### config.mk
export PLATFORM = sky130hd
export DESIGN_NAME = imem_load_ctrl
export DESIGN_NICKNAME = d
export VERILOG_FILES = /design/src/rtl/imem_pkg.sv /design/src/rtl/imem_ram.sv /design/src/rtl/imem_load_ctrl.sv
export SDC_FILE = /design/constraint.sdc
export NUM_CORES = 1
export LEC_CHECK = 0
export BUFFER_PORTS_ARGS = -buffer_cell sky130_fd_sc_hd__buf_4
export CAP_MARGIN = 5
export CORE_AREA = 2 2 154 156
export DETAILED_ROUTE_END_ITERATION = 12
export DIE_AREA = 0 0 156 158
export PLACE_DENSITY = 0.7
export SETUP_SLACK_MARGIN = 0.05
export SYNTH_ARGS = -nofsm -noshare
export SYNTH_HDL_FRONTEND = slang
export SYNTH_SLANG_ARGS = --single-unit
### constraint.sdc
create_clock -name clk -period 3.2 [get_ports clk]
set_clock_uncertainty 0.05 [all_clocks]
set_input_delay 0.64 -clock clk [delete_from_list [all_inputs] [get_ports clk]]
set_output_delay 0.64 -clock clk [all_outputs]
set_load 0.05 [all_outputs]
### src/rtl/imem_pkg.sv
// Shared constants and FSM encoding for the instruction-memory load controller.
package imem_pkg;
  localparam int IMEM_DEPTH  = 16;
  localparam int IMEM_DATA_W = 16;
  // NOP is all zeros; sliced to DATA_W at the point of use
  localparam logic [63:0] IMEM_NOP = '0;

  typedef enum logic [1:0] {
    ST_IDLE  = 2'd0,
    ST_CLEAR = 2'd1,
    ST_LOAD  = 2'd2,
    ST_RUN   = 2'd3
  } imem_state_t;
endpackage

### src/rtl/imem_ram.sv
// DEPTH x DATA_W storage: synchronous write, asynchronous read, synchronous clear-all.
module imem_ram #(
  parameter int DATA_W = 16,
  parameter int DEPTH  = 16,
  parameter int AW     = $clog2(DEPTH)
) (
  input  logic              clk,
  input  logic              clr,
  input  logic              we,
  input  logic [AW-1:0]     waddr,
  input  logic [DATA_W-1:0] wdata,
  input  logic [AW-1:0]     raddr,
  output logic [DATA_W-1:0] rdata
);
  logic [DATA_W-1:0] mem [DEPTH];

  // clear wins over a same-cycle write
  always_ff @(posedge clk) begin
    if (clr) begin
      for (int i = 0; i < DEPTH; i++) mem[i] <= '0;
    end else if (we) begin
      mem[waddr] <= wdata;
    end
  end

  assign rdata = mem[raddr];
endmodule

### src/rtl/imem_load_ctrl.sv
// Program loader for a small instruction memory: clear, stream words in, then
// let the processor fetch until a reload is requested.
module imem_load_ctrl
  import imem_pkg::*;
#(
  parameter int DATA_W = IMEM_DATA_W,
  parameter int DEPTH  = IMEM_DEPTH
) (
  input  logic              clk,
  input  logic              reset,
  input  logic [15:0]       pc,
  output logic [DATA_W-1:0] instruction,
  input  logic              ld_start,
  input  logic              ld_valid,
  input  logic [DATA_W-1:0] ld_data,
  input  logic              ld_last,
  output logic              ld_ready,
  output logic              ld_done,
  output logic [4:0]        ld_count,
  output logic              cpu_en
);
  localparam int          AW      = $clog2(DEPTH);
  localparam logic [4:0]  DEPTH_C = 5'(DEPTH);
  localparam logic [16:0] PC_LIM  = 17'(2 * DEPTH);

  imem_state_t       state_q, state_d;
  logic [4:0]        ptr_q;
  logic              done_q;
  logic              wr_en;
  logic              ram_clr;
  logic [DATA_W-1:0] rd_data;

  assign ld_ready = (state_q == ST_LOAD) && (ptr_q < DEPTH_C);

  always_comb begin
    state_d = state_q;
    wr_en   = 1'b0;
    case (state_q)
      ST_IDLE:  if (ld_start) state_d = ST_CLEAR;
      ST_CLEAR: state_d = ST_LOAD;
      ST_LOAD: begin
        // a restart discards the partial load, so no write this cycle
        if (ld_start) begin
          state_d = ST_CLEAR;
        end else if (ld_valid && ld_ready) begin
          wr_en = 1'b1;
          if (ld_last || ptr_q == DEPTH_C - 5'd1) state_d = ST_RUN;
        end
      end
      ST_RUN:   if (ld_start) state_d = ST_CLEAR;
      default:  state_d = ST_IDLE;
    endcase
  end

  always_ff @(posedge clk) begin
    if (reset) begin
      state_q <= ST_IDLE;
      ptr_q   <= '0;
      done_q  <= 1'b0;
    end else begin
      state_q <= state_d;
      done_q  <= (state_q == ST_LOAD) && (state_d == ST_RUN);
      if (state_q == ST_CLEAR) ptr_q <= '0;
      else if (wr_en)          ptr_q <= ptr_q + 5'd1;
    end
  end

  assign ram_clr = reset || (state_q == ST_CLEAR);

  imem_ram #(.DATA_W(DATA_W), .DEPTH(DEPTH)) u_ram (
    .clk   (clk),
    .clr   (ram_clr),
    .we    (wr_en),
    .waddr (ptr_q[AW-1:0]),
    .wdata (ld_data),
    .raddr (pc[AW:1]),
    .rdata (rd_data)
  );

  // byte address: pc[0] is dropped, anything past the array fetches NOP
  assign instruction = (state_q == ST_RUN && {1'b0, pc} < PC_LIM) ? rd_data
                                                                  : IMEM_NOP[DATA_W-1:0];
  assign ld_done  = done_q;
  assign ld_count = ptr_q;
  assign cpu_en   = (state_q == ST_RUN);
endmodule
==> results of run 1 <==
[logic make-up (layout without fill, tap and decap cells)]
family / Yosys count / count (layout)
xor+xnor: 3 / 3
flops: 264 / 264
buf+inv: 63 / 147
other cells: 0 / 1
fa+ha+maj: 8 / 8
compound gates: 35 / 35
mux: 96 / 96
simple gates: 303 / 303
[layout by cell type, fill, tap and decap left out, types with 2 or more instances in the layout]
cell type	instances
sky130_fd_sc_hd__clkbuf_16	27
sky130_fd_sc_hd__nor2_1	7
sky130_fd_sc_hd__o22ai_1	15
sky130_fd_sc_hd__ha_1	8
sky130_fd_sc_hd__nor4_1	2
sky130_fd_sc_hd__mux2i_1	32
sky130_fd_sc_hd__clkinv_2	5
sky130_fd_sc_hd__nand4_1	2
sky130_fd_sc_hd__xor2_1	2
sky130_fd_sc_hd__dfxtp_1	7
sky130_fd_sc_hd__mux4_2	64
sky130_fd_sc_hd__buf_4	88
sky130_fd_sc_hd__nand3_4	4
sky130_fd_sc_hd__o21ai_1	12
sky130_fd_sc_hd__clkbuf_1	7
sky130_fd_sc_hd__edfxtp_1	256
sky130_fd_sc_hd__buf_12	5
sky130_fd_sc_hd__and2_1	256
sky130_fd_sc_hd__inv_1	5
sky130_fd_sc_hd__bufinv_16	3
sky130_fd_sc_hd__nand2_1	2
sky130_fd_sc_hd__nand2b_1	7
sky130_fd_sc_hd__clkinv_1	3
sky130_fd_sc_hd__nor2_2	12
sky130_fd_sc_hd__a21oi_1	3
sky130_fd_sc_hd__nor3_4	4
sky130_fd_sc_hd__clkbuf_8	3
[critical path, cell delays in order, from the launching register on]
cell and delay (ns):
sky130_fd_sc_hd__dfxtp_1 0.41, sky130_fd_sc_hd__ha_1 0.21, sky130_fd_sc_hd__nor4b_2 0.24, sky130_fd_sc_hd__nand4b_1 0.16, sky130_fd_sc_hd__buf_4 0.24, sky130_fd_sc_hd__o22ai_1 0.33
sky130_fd_sc_hd__buf_4 0.27
[registers in the layout (all words and copies together) (netlist names)]
name       flops
u_ram.mem    256
ld_count       5
state_q        2
ld_done        1
[worst max-delay path by stage]
| stage | from | end | slack (ns) | depth (start not counted) |
|---|---|---|---|---|
| after floorplan | state_q[0] | instruction[10] | -0.03 | 5 |
| after global routing | state_q[1] | instruction[2] | 0.01 | 6 |
| after global placement | pc[2] | instruction[13] | 0.25 | 6 |
| after CTS | state_q[0] | instruction[13] | 0.12 | 6 |
| final | state_q[1] | instruction[13] | 0.11 | 6 |
| after detailed placement | pc[2] | instruction[13] | 0.26 | 6 |
[layer usage]
metal	wire, um	GRT usage [%]	up-vias
met1	11150	30.37	3382
met5	0	0	-
met4	832	7.995	0
li1	-	-	3000
met3	1552	3.066	56
met2	13350	38.56	255
[where the power goes]
group	internal, mW	switching, mW	leakage (nW)
logic	0.452	0.695	2.03
clock network	1.86	1.27	0.429
registers	4.48	0.147	2.77
total	6.79	2.11	5.23
[per-stage QoR]
| step | hold WS [ns] | total power, mW |
|---|---|---|
| global route | 0.2637 | 9.185 |
| CTS | 0.2388 | 8.960 |
| floorplan | 0.4475 | 5.366 |
| finish | 0.2597 | 8.899 |
| global placement | 0.4705 | 5.777 |
| detailed placement | 0.5026 | 5.861 |
[synthesized netlist by cell type, drive strengths merged]
cell    instances
mux2i          32
o22ai          16
inv             5
ha              8
xor2            2
nor4            2
clkbuf         28
nand3           4
dfxtp           8
and3            1
a21oi           3
buf            30
o31ai           1
nand2b          7
nor2           19
nor4b           1
nand2           2
o21ai          13
mux4           64
nor2b           1
xnor2           1
or2             1
nor4bb          1
nor3b           1
and2          256
o211a           1
edfxtp        256
nor3            4
nand4b          1
a211oi          1
nand4           2
[layout make-up]
| cell class | instances | area [um2] | area share (%) |
|---|---|---|---|
| tap | 290 | 362.8 | 2.601 |
| multi-input combinational | 445 | 4080 | 29.25 |
| clock inverter | 12 | 133.9 | 0.9596 |
| timing repair buffer | 93 | 760.7 | 5.453 |
| antenna | 1 | 2.502 | 0.01794 |
| clock buffer | 37 | 743.2 | 5.327 |
| inverter | 5 | 18.77 | 0.1345 |
| sequential | 264 | 7849 | 56.26 |
==> results_tabular.tex, run 1 <==
\begin{tabular}{lr}
\hline
Metric & Value \\
\hline
\multicolumn{2}{l}{\textbf{Min path}} \\
Min-Delay Path Class & in -> reg \\
Critical hold path startpoint & reset \\
Worst hold path cell count & 2 \\
Endpoint, Worst Hold & state\_q[1] \\
\multicolumn{2}{l}{\textbf{Cells and area}} \\
Number of fill cells & 1,722 \\
Final instance area & 0.01395 mm2 \\
Syn-to-layout area delta & 14.25\% \\
Final net count & 881 \\
Final Util & 60.52\% \\
Fraction of layout instances using a drive strength above 1 & 25.82\% \\
Non-filler cells in the finished layout & 1,147 \\
\multicolumn{2}{l}{\textbf{Critical path}} \\
Maximum fanout encountered on the critical timing path & 16 \\
Cell depth of the worst flop-to-flop path & 7 \\
Required time of the critical path & 2.51 ns \\
Worst r2r src & state\_q[1] \\
Destination of the worst register-to-register timing path & u\_ram.mem[6][4] \\
Endpoint class of the critical path & output port \\
Data arrival, critical path & 2.40 ns \\
Register-to-register setup slack & 0.83 ns \\
Startpoint type of the worst setup path & register \\
Worst setup path class & reg -> out \\
\multicolumn{2}{l}{\textbf{Timing}} \\
Final Hold Fails & 0 \\
Max-slew violation count & 0 \\
Max\_slew headroom & 43.59\% \\
Minimum clock period after layout & 3.091 ns \\
Tcrit/Tclk final & 96.59\% \\
Achievable Freq & 0.3235 GHz \\
Total Neg Setup Slack & 0 ns \\
Final setup violating endpoints & 0 \\
Slew at the pin closest to its max-slew limit & 0.8452 ns \\
Unrepaired setup endpoints after global routing & yes \\
Worst Slack Setup Final & 0.1091 ns \\
\multicolumn{2}{l}{\textbf{Yosys}} \\
Total number of yosys warnings & 0 \\
Share of the synthesized area in compound gates (AO/OA/AOI/OAI) & 1.681\% \\
Mux cell area share after synthesis & 14.43\% \\
Post-synthesis area per instance & 15.82 um2 \\
Syn\_nets & 817 \\
Combinational family with the most area after synthesis & simple AND/OR/NAND/NOR gates \\
Synthesized area & 0.01221 mm2 \\
Number of flip-flops and latches in the synthesized netlist & 264 \\
Sequential-to-total area share from yosys stat & 64.27\% \\
Unique cell type count in the Yosys netlist & 34 \\
Basic-gate share of the synthesized area counting and, or, nand and nor cells & 16.12\% \\
Post-synth top area share & 62.96\% \\
Yosys top cell by area & sky130\_fd\_sc\_hd\_\_edfxtp\_1 \\
Adder-cell share of the synthesized area & 0.8198\% \\
Top cells by area in the synthesized netlist & sky130\_fd\_sc\_hd\_\_edfxtp\_1, sky130\_fd\_sc\_hd\_\_and2\_1, sky130\_fd\_sc\_hd\_\_mux4\_2, sky130\_fd\_sc\_hd\_\_mux2i\_1, sky130\_fd\_sc\_hd\_\_dfxtp\_1 \\
Post-Synthesis Cells & 772 \\
Post-Synth XOR/XNOR Area & 0.2152\% \\
\multicolumn{2}{l}{\textbf{Global routing}} \\
Pin count of the biggest net entering global routing & 23 \\
Vias in the first global route & 7,041 \\
Antenna violations before repair & 0 \\
Overall Global Routing Usage & 22.68\% \\
Remaining global-route overflow & 0 \\
Wire length of the first global-routing pass & 40,870 um \\
\multicolumn{2}{l}{\textbf{Flow run}} \\
Max Cap Violations & 0 \\
\multicolumn{2}{l}{\textbf{Power}} \\
Leakage power of the design & 5.234 nW \\
VDD IR-drop max & 0.3096 mV \\
Total power density per cell area & 637.9 mW/mm2 \\
\multicolumn{2}{l}{\textbf{Clocking}} \\
Latest clock arrival within the worst-skew pair & 0.53 ns \\
\# resized after CTS & 1 \\
Number of buffers inserted for hold repair after clock tree synthesis & 0 \\
TritonCTS sink count & 264 \\
H-tree lvl count & 1 \\
Number of buffers added for setup after CTS & 0 \\
Clock slew seen by the registers of the worst setup and hold paths & 0.06 ns \\
CTS buffer count & 27 \\
Max Buffers Root-to-Sink & 3 \\
Cell at the root of the clock tree & sky130\_fd\_sc\_hd\_\_clkbuf\_16 \\
Clock tree from TritonCTS & done \\
\multicolumn{2}{l}{\textbf{Placement}} \\
Place WS & 0.2564 ns \\
Area after detailed placement & 0.01306 mm2 \\
Placed instance count & 1,097 \\
Port buffer count & 59 \\
Detailed placer's ending HPWL & 16,890 um \\
Final weighted congestion in routability-driven placement & 0.7865 \\
\multicolumn{2}{l}{\textbf{Die}} \\
Die height & 158 um \\
Number of placement rows & 56 \\
Floorplan Core Area & 0.02305 mm2 \\
Area enclosed by the die boundary & 0.02465 mm2 \\
I/O pin cnt & 61 \\
Width of the die & 156 um \\
Initial core utilization & 52.97\% \\
\multicolumn{2}{l}{\textbf{Drt}} \\
Sum of routed wire length over all layers & 26,890 um \\
Detail Route Antenna Nets & 0 \\
Number of search-and-repair iterations in the first detailed-routing pass & 5 \\
Wire length per cell & 23.44 um \\
Via density per instance & 5.835 \\
Drt first-iter violations & 570 \\
DRC violation count after routing & 0 \\
Vias & 6,693 \\
\multicolumn{2}{l}{\textbf{Run status}} \\
Status & completed \\
\hline
\end{tabular}
(Power assumes the default switching activity.)
==> inputs of run 2 (changes only) <==
--- a/config.mk
+++ b/config.mk
@@ -11,6 +11,7 @@
 export DETAILED_ROUTE_END_ITERATION = 12
 export DIE_AREA = 0 0 156 158
 export PLACE_DENSITY = 0.7
+export RECOVER_POWER = 100
 export SETUP_SLACK_MARGIN = 0.05
 export SYNTH_ARGS = -nofsm -noshare
 export SYNTH_HDL_FRONTEND = slang
==> results_tabular.tex, run 2 (synthesis gave the netlist of run 1 again) <==
\begin{tabular}{lr}
\hline
Metric & Value \\
\hline
\multicolumn{2}{l}{\textbf{Timing}} \\
Achievable Freq & 0.3233 GHz (about the same) \\
Minimum clock period after layout & 3.093 ns (+0.002471 ns) \\
Total Neg Setup Slack & 0 ns (unchanged) \\
Final setup violating endpoints & 0 (unchanged) \\
Max-slew violation count & 0 (unchanged) \\
Max\_slew headroom & 42.67\% (-0.93 points) \\
Tcrit/Tclk final & 96.67\% (about the same) \\
Final Hold Fails & 0 (unchanged) \\
Unrepaired setup endpoints after global routing & yes \\
Slew at the pin closest to its max-slew limit & 0.8591 ns (+0.01387 ns) \\
Worst Slack Setup Final & 0.1066 ns (-0.002471 ns) \\
\multicolumn{2}{l}{\textbf{Cells and area}} \\
Final instance area & 0.01378 mm2 (-1.2\%) \\
Number of fill cells & 1,752 (+1.7\%) \\
Final net count & 881 (unchanged) \\
Register ranked first by flip-flop count & u\_ram.mem \\
Antenna Diode Count & 0 (-1) \\
Most common cell after layout, fill and taps aside & sky130\_fd\_sc\_hd\_\_edfxtp\_1 \\
Fraction of layout instances using a drive strength above 1 & 23.95\% (-1.9 points) \\
Number of flip-flops in the largest register & 256 (unchanged) \\
Commonest cells after routing, fill and taps aside & sky130\_fd\_sc\_hd\_\_edfxtp\_1, sky130\_fd\_sc\_hd\_\_and2\_0, sky130\_fd\_sc\_hd\_\_and2\_1, sky130\_fd\_sc\_hd\_\_mux4\_2, sky130\_fd\_sc\_hd\_\_buf\_4 \\
Sequential cell area & 0.007849 mm2 (unchanged) \\
Area used by multi-input combinational logic & 0.004023 mm2 (-1.4\%) \\
Syn-to-layout area delta & 12.87\% \\
\multicolumn{2}{l}{\textbf{Placement}} \\
Final weighted congestion in routability-driven placement & 0.7865 (unchanged) \\
Area after detailed placement & 0.01306 mm2 (unchanged) \\
Detailed placer's ending HPWL & 16,890 um (unchanged) \\
Place WS & 0.2564 ns (unchanged) \\
Port buffer count & 59 (unchanged) \\
\multicolumn{2}{l}{\textbf{Drt}} \\
Drt first-iter violations & 565 (-0.88\%) \\
DRC violation count after routing & 0 (unchanged) \\
Vias & 6,646 (-0.70\%) \\
Number of search-and-repair iterations in the first detailed-routing pass & 7 (+2) \\
Detail Route Antenna Nets & 0 (unchanged) \\
Sum of routed wire length over all layers & 26,880 um (about the same) \\
Via density per instance & 5.799 (-0.62\%) \\
Wire length per cell & 23.45 um (about the same) \\
\multicolumn{2}{l}{\textbf{Critical path}} \\
Endpoint class of the critical path & output port \\
Required time of the critical path & 2.51 ns (about the same) \\
Register-to-register setup slack & 0.27 ns (-0.56 ns) \\
Maximum fanout encountered on the critical timing path & 16 (unchanged) \\
Data arrival, critical path & 2.40 ns (about the same) \\
Startpoint type of the worst setup path & register \\
Worst setup path class & reg -> out \\
\multicolumn{2}{l}{\textbf{Clocking}} \\
Clock tree from TritonCTS & done \\
TritonCTS sink count & 264 (unchanged) \\
H-tree lvl count & 1 (unchanged) \\
Cell at the root of the clock tree & sky130\_fd\_sc\_hd\_\_clkbuf\_16 \\
CTS buffer count & 27 (unchanged) \\
Clock slew seen by the registers of the worst setup and hold paths & 0.06 ns (about the same) \\
Latest clock arrival within the worst-skew pair & 0.53 ns (about the same) \\
Max Buffers Root-to-Sink & 3 (unchanged) \\
Number of buffers added for setup after CTS & 0 (unchanged) \\
Number of buffers inserted for hold repair after clock tree synthesis & 0 (unchanged) \\
\multicolumn{2}{l}{\textbf{Power}} \\
Part of the power in combinational logic & 12.4\% (-0.5 points) \\
Reg power frac & 52.3\% (+0.3 points) \\
Clock power frac & 35.3\% (+0.2 points) \\
Internal power component & 6.756 mW (-0.49\%) \\
Leakage power of the design & 5.035 nW (-3.8\%) \\
Proportion of total power due to net switching & 23.77\% (+0.051 points) \\
Total power density per cell area & 643.0 mW/mm2 (+0.80\%) \\
VDD IR-drop max & 0.3033 mV (-2.0\%) \\
Switching power & 2.106 mW (-0.21\%) \\
\multicolumn{2}{l}{\textbf{Global routing}} \\
Overall Global Routing Usage & 22.68\% (unchanged) \\
Antenna violations before repair & 0 (unchanged) \\
Pin count of the biggest net entering global routing & 23 (unchanged) \\
Vias in the first global route & 7,041 (unchanged) \\
Wire length of the first global-routing pass & 40,870 um (unchanged) \\
Remaining global-route overflow & 0 (unchanged) \\
\multicolumn{2}{l}{\textbf{Flow run}} \\
Max Cap Violations & 0 (unchanged) \\
\multicolumn{2}{l}{\textbf{Die}} \\
Number of placement rows & 56 (unchanged) \\
Floorplan Core Area & 0.02305 mm2 (unchanged) \\
Area enclosed by the die boundary & 0.02465 mm2 (unchanged) \\
Die height & 158 um (unchanged) \\
Initial core utilization & 52.97\% (unchanged) \\
I/O pin cnt & 61 (unchanged) \\
Width of the die & 156 um (unchanged) \\
\multicolumn{2}{l}{\textbf{Min path}} \\
Min-Delay Path Class & in -> reg \\
\multicolumn{2}{l}{\textbf{Run status}} \\
Status & completed \\
\hline
\end{tabular}
[run 2: cell count changes in the layout (fill, tap and decap cells not counted), moves of 2 or more]
cell	change
sky130_fd_sc_hd__clkbuf_1	+13
sky130_fd_sc_hd__nand3_2	+3
sky130_fd_sc_hd__clkbuf_4	+3
sky130_fd_sc_hd__o21ai_0	+12
sky130_fd_sc_hd__nand3_4	-3
sky130_fd_sc_hd__and2_0	+132
sky130_fd_sc_hd__nor3_1	+2
sky130_fd_sc_hd__nor3_4	-3
sky130_fd_sc_hd__o21ai_1	-12
sky130_fd_sc_hd__clkbuf_2	+23
sky130_fd_sc_hd__buf_4	-40
sky130_fd_sc_hd__and2_1	-132
[run 2: layout make-up]
cell class / instances / share of cell area, %
flip-flops and latches: 264 / 56.95
well taps: 290 / 2.633
multi-input cells: 445 / 29.19
clock inverters: 12 / 0.9714
repair buffers: 93 / 4.730
clock buffers: 37 / 5.393
inverters: 5 / 0.1362
[run 2: final timing paths]
check / from / endpoint / cells past startpoint
min reg2reg: state_q[0] / state_q[1] / 2
max reg2reg: state_q[1] / u_ram.mem[1][12] / 7
max: state_q[1] / instruction[13] / 6
min: reset / state_q[1] / 2
[run 2: repair_timing]
action	CTS	global route
gates resized for setup	1	2
endpoints found under the hold margin	0	0
setup endpoints to repair	5	9
[run 2: power by group through the flow]
stage	Combinational, mW	Sequential (mW)	Clock [mW]
after floorplan	0.707	4.66	0
after CTS	1.16	4.63	3.17
after detailed placement	1.16	4.70	0
after global placement	1.13	4.65	0
final	1.10	4.63	3.13
after global routing	1.18	4.68	3.28
[run 2: worst max-delay path, stage by stage (launching register included)]
cell,delay (ns)
sky130_fd_sc_hd__dfxtp_1,0.41
sky130_fd_sc_hd__ha_1,0.21
sky130_fd_sc_hd__nor4b_2,0.24
sky130_fd_sc_hd__nand4b_1,0.16
sky130_fd_sc_hd__buf_4,0.24
sky130_fd_sc_hd__o22ai_1,0.35
sky130_fd_sc_hd__buf_4,0.27
[run 2: per-stage QoR]
| stage | instances | hold slack (ns) | util (%) | total power, mW |
|---|---|---|---|---|
| finish | 1146 | 0.2601 | 59.79 | 8.862 |
| global route | 1146 | 0.2637 | 59.79 | 9.147 |
| CTS | 1146 | 0.2388 | 60.48 | 8.960 |
| detailed placement | 1097 | 0.5026 | 56.64 | 5.861 |
| global placement | 1097 | 0.4705 | 56.64 | 5.777 |
| floorplan | 772 | 0.4475 | - | 5.366 |
[run 2: routing by layer]
| layer | GRT usage, % | share of wire (%) | up-vias |
|---|---|---|---|
| met2 | 38.56 | 50 | 250 |
| met4 | 7.995 | 2.9 | 0 |
| met5 | 0 | 0 | - |
| met1 | 30.37 | 41 | 3360 |
| li1 | - | - | 2982 |
| met3 | 3.066 | 5.9 | 54 |
